## src/rtl/note_player_periodic.sv

```systemverilog
// rtl/note_player_periodic.sv - square-wave note player with per-phase half-period counts and period count
// Optional rest feature: define NOTE_PLAYER_REST_EN to play a captured half_high of 0 as silence.
module note_player_periodic #(
  parameter int CNT_W = 16,
  parameter int DUR_W = 16
) (
  input  logic             clk,
  input  logic             rst,
  input  logic             start,
  input  logic             stop,
  input  logic [CNT_W-1:0] half_high,
  input  logic [CNT_W-1:0] half_low,
  input  logic [DUR_W-1:0] duration,
  output logic [3:0]       state,
  output logic             note,
  output logic             busy,
  output logic             done
);

  typedef enum logic [3:0] {
    IDLE      = 4'b0000,
    LOAD_HIGH = 4'b1000,
    WAIT_HIGH = 4'b0100,
    LOAD_LOW  = 4'b0010,
    WAIT_LOW  = 4'b0001
  } state_t;

  state_t           state_q;
  logic [CNT_W-1:0] hh_q;
  logic [CNT_W-1:0] hl_q;
  logic [CNT_W-1:0] cnt;
  logic [DUR_W-1:0] per_cnt;
  logic             rest_cur;
  logic             rest_new;

  // rest_new looks at the live input because the capture happens on the same edge
`ifdef NOTE_PLAYER_REST_EN
  assign rest_cur = (hh_q == '0);
  assign rest_new = (half_high == '0);
`else
  assign rest_cur = 1'b0;
  assign rest_new = 1'b0;
`endif

  assign state = state_q;

  always_ff @(posedge clk or negedge rst) begin
    if (!rst) begin
      state_q <= IDLE;
      hh_q    <= '0;
      hl_q    <= '0;
      cnt     <= '0;
      per_cnt <= '0;
      note    <= 1'b0;
      busy    <= 1'b0;
      done    <= 1'b0;
    end else begin
      done <= 1'b0;
      if (stop && (state_q != IDLE)) begin
        state_q <= IDLE;
        note    <= 1'b0;
        busy    <= 1'b0;
      end else begin
        case (state_q)
          IDLE: begin
            if (start && !stop) begin
              hh_q    <= half_high;
              hl_q    <= half_low;
              per_cnt <= duration;
              if (duration != '0) begin
                state_q <= LOAD_HIGH;
                note    <= !rest_new;
                busy    <= 1'b1;
              end else begin
                done <= 1'b1;
              end
            end
          end
          LOAD_HIGH: begin
            cnt     <= hh_q;
            state_q <= WAIT_HIGH;
          end
          WAIT_HIGH: begin
            if (cnt == '0) begin
              state_q <= LOAD_LOW;
              note    <= 1'b0;
            end else begin
              cnt <= cnt - CNT_W'(1);
            end
          end
          LOAD_LOW: begin
            cnt     <= hl_q;
            state_q <= WAIT_LOW;
          end
          WAIT_LOW: begin
            if (cnt != '0) begin
              cnt <= cnt - CNT_W'(1);
            end else begin
              per_cnt <= per_cnt - DUR_W'(1);
              // per_cnt is the count before this decrement, so 1 means the last period just ended
              if (per_cnt != DUR_W'(1)) begin
                state_q <= LOAD_HIGH;
                note    <= !rest_cur;
              end else begin
                state_q <= IDLE;
                busy    <= 1'b0;
                done    <= 1'b1;
              end
            end
          end
          default: begin
            state_q <= IDLE;
            note    <= 1'b0;
            busy    <= 1'b0;
          end
        endcase
      end
    end
  end

endmodule

```

## config.mk

```make
export PLATFORM = sky130hd
export DESIGN_NAME = note_player_periodic
export DESIGN_NICKNAME = d
export VERILOG_FILES = /design/src/rtl/note_player_periodic.sv
export SDC_FILE = /design/constraint.sdc
export NUM_CORES = 1
export LEC_CHECK = 0
export BUFFER_PORTS_ARGS = -buffer_cell sky130_fd_sc_hd__buf_2
export CORE_MARGIN = 2
export CORE_UTILIZATION = 31
export CTS_CLUSTER_DIAMETER = 80
export DETAILED_ROUTE_END_ITERATION = 8
export GPL_ROUTABILITY_DRIVEN = 0
export GPL_TIMING_DRIVEN = 0
export HOLD_SLACK_MARGIN = 0.06
export PLACE_DENSITY_LB_ADDON = 0.2
export SYNTH_ARGS = -nofsm -noshare
export SYNTH_HDL_FRONTEND = slang
export SYNTH_SLANG_ARGS = --single-unit
export TNS_END_PERCENT = 50
```

## constraint.sdc

```tcl
create_clock -name clk -period 3.1 [get_ports clk]
set_input_delay 0.155 -clock clk [delete_from_list [all_inputs] [get_ports clk]]
set_output_delay 0.155 -clock clk [all_outputs]
set_load 0.005 [all_outputs]
```

==> impl_metrics.py <==
metrics = {
    "synthesis": {
        "yosysSeqAreaShare_pct": 46.6,
        "yosysMostFrequentCell": "dfrtp_1",
        "synth_cells": 391,
        "synth_common_cells": "71 x dfrtp_1, 40 x o21ai_0, 32 x mux2_2",
        "syn-num-nets": 446,
        "synth_top_flop_cell": "dfrtp_1",
        "synth_area_um2": 3810,
        "async_flop_share_pct": 100,
        "synth_area_leader_cell": "dfrtp_1",
        "synth_top_area_share_pct": 46.6,
        "syn_area_per_cell_um2": 9.75,
        "ys_ff_latch": 71,
        "yosysWarnings": 0,
        "synth_edf_count": 0,
        "synth_cell_types": 52,
        "synth_area_leaders": "dfrtp_1 47%, mux2_2 9.5%, o21ai_0 5.3%",
    },
    "sta": {
        "finClkSkew_ns": 0.00542,
        "finalHoldViolCount": 0,
        "fmax_mhz": 347,
        "fin_crit_sh_pct": 93.0,
        "report.final.setup_viol": 0,
        "hold_slack_ns": 0.0679,
        "report.final.slew_viol_count": 0,
        "tightest_slew_ns": 1.18,
        "fin_crit_ns": 2.88,
        "finalSetupTns_ns": 0,
        "slew_headroom_pct": 20.0,
        "rsz0062_at_grt": "no",
        "fin_ws_ns": 0.216,
    },
    "detailed_routing": {
        "routedWlPerCell_um": 17.2,
        "vias": 3587,
        "wl_mm": 11.0,
        "drtPass1Iterations": 5,
        "detail_route.drc_violations": 0,
        "vias_per_cell": 5.60,
        "drt_iter0_drc": 262,
        "postRouteAntennaNets": 0,
    },
    "grt": {
        "antenna_found_initial": 0,
        "grt_max_degree": 70,
        "grt_pass1_wl_mm": 18.0,
        "grt.overflow.total": 0,
        "gr-usage-all-layers_pct": 17.5,
        "grt_pass1_vias": 3485,
    },
    "clock_network": {
        "post_cts_buffers": 0,
        "clock-sinks": 71,
        "cts_buffers": 9,
        "path_clk_slew_ns": 0.06,
        "cts_tree": "built",
        "clockRootBuffer": "clkbuf_16",
        "insertion_delay_ns": 0.33,
        "max-clock-path-buffers": 2,
        "htreeDepth": 3,
    },
    "worst_setup_path": {
        "required_ns": 3.29,
        "r2r-start": "cnt[0]",
        "crit_path_max_fanout": 10,
        "cp.arrival_ns": 3.07,
        "reg2reg_to": "cnt[11]",
        "rr_worst_depth": 7,
        "cp-end-kind": "flip-flop",
        "cp-start-kind": "flip-flop",
        "endpoint": "cnt[11]",
        "r2r_slack_ns": 0.22,
        "startpoint": "cnt[0]",
        "worstSetupPathType": "reg -> reg",
    },
    "floorplanning": {
        "dieHeight_um": 115,
        "dieWidth_um": 115,
        "io_pins": 59,
        "fp.coreArea_um2": 12000,
        "dieArea_um2": 13200,
        "rows": 40,
        "start_util_pct": 31.7,
    },
    "placed_design": {
        "dp_hpwl_mm": 7.83,
        "post_dp_cell_area_um2": 4320,
        "io_buffers": 58,
        "placed_cells": 597,
        "pre_cts_ws_ns": 0.0893,
    },
    "pwr": {
        "total_power_mw": 4.22,
        "switching_power_mw": 1.50,
        "switching_share_pct": 35.6,
        "clockPowerShare_pct": 24.7,
        "leakage_nw": 2.07,
        "ir_drop_mv": 0.401,
        "p_seq_share_pct": 40.6,
        "powerDensity_nw_per_um2": 858,
        "p_int_mw": 2.71,
        "power_frac_comb_pct": 34.7,
    },
    "cells_and_area": {
        "area_growth_pct": 28.9,
        "finalInstanceArea_um2": 4910,
        "fillCellCount": 1182,
        "num_antenna_cells": 0,
        "nets": 544,
        "drive_above_1_share_pct": 23.7,
        "final_cells": 641,
        "final_core_util_pct": 40.9,
    },
    "min_path": {
        "min_path_type": "in -> reg",
    },
    "run_status": {
        "status": "finished, final reports clean",
    },
    "job": {
        "cap_violations": 0,
    },
}
worst max-delay path: stages (launching register included):
cell	delay, ns
dfrtp_1	0.40
inv_1	0.09
ha_1	0.23
or4b_4	0.55
nor4b_4	0.49
a221o_1	0.38
clkbuf_1	0.43
o21ai_0	0.17
layer usage:
layer  global-route usage [%]  vias to the layer above  part of all wire (%)
met5                        0                        -                     0
met4                     6.75                        0                   1.3
met3                     3.37                        9                   5.2
met2                     26.2                      119                    45
met1                     25.2                     1752                    48
li1                         -                     1707                     -
flip-flops by register name, summed over array words and instances, names as in the netlist:
name / cells
hl_q: 16
busy: 1
note: 1
done: 1
state: 4
cnt: 16
per_cnt: 16
hh_q: 16
cells by family after synthesis:
| logic type | synth area share [%] |
|---|---|
| simple gates | 18.8 |
| fa+ha+maj | 0.985 |
| xor+xnor | 0.230 |
| compound gates | 21.1 |
| buf+inv | 2.89 |
| mux | 9.45 |
| flops | 46.6 |
layout make-up:
class,instances,area (um2),share of cell area [%]
plain buffers,21,83.8,1.71
clock buffers,14,264,5.37
flip-flops and latches,71,1780,36.2
multi-input cells,292,1940,39.5
clock inverters,2,38.8,0.789
well taps,147,184,3.74
repair buffers,87,601,12.2
inverters,7,26.3,0.535
placed cells by master, fill, tap and decap left out, drive strengths merged, types with 3 or more instances in the layout:
master,instances
a21o,4
a21oi,26
a221oi,3
a222oi,7
a22o,4
a31oi,6
a32oi,3
and3,4
buf,64
clkbuf,30
dfrtp,71
dlygate4sd3,28
ha,3
inv,7
mux2,32
nand2,27
nand2b,3
nand3,10
nand4,6
nor2,30
nor2b,4
nor3,11
nor3b,4
nor4,13
nor4b,4
o211ai,3
o21ai,40
o22ai,6
o2bb2ai,5
or3,4
or4,3
or4b,4
how the worst min path moves through the flow:
stage / start / to / slack (ns) / cells after the start
final: half_low[15] / hl_q[15] / 0.07 / 2
after global placement: half_low[12] / hl_q[12] / 0.39 / 2
after detailed placement: rst / hh_q[14] / -0.04 / 1
after floorplan: rst / busy / -0.14 / 0
after global routing: half_low[15] / hl_q[15] / 0.06 / 2
after CTS: half_low[4] / hl_q[4] / 0.06 / 2
power by group through the flow:
stage | registers (mW) | clock network, mW | logic, mW
6_report | 1.71 | 1.04 | 1.46
5_1_grt | 1.78 | 1.12 | 1.64
4_1_cts | 1.70 | 1.07 | 1.44
3_5_place_dp | 1.71 | 0 | 1.41
3_3_place_gp | 1.71 | 0 | 1.39
2_1_floorplan | 1.60 | 0 | 1.06
repair_timing:
action                                  in CTS  in global routing
gates resized for setup                      0                  2
hold buffers                                26                  2
endpoints found under the setup margin       0                 11
hold endpoints to repair                    96                  2
Note: power is estimated with default switching activity, not from simulation.
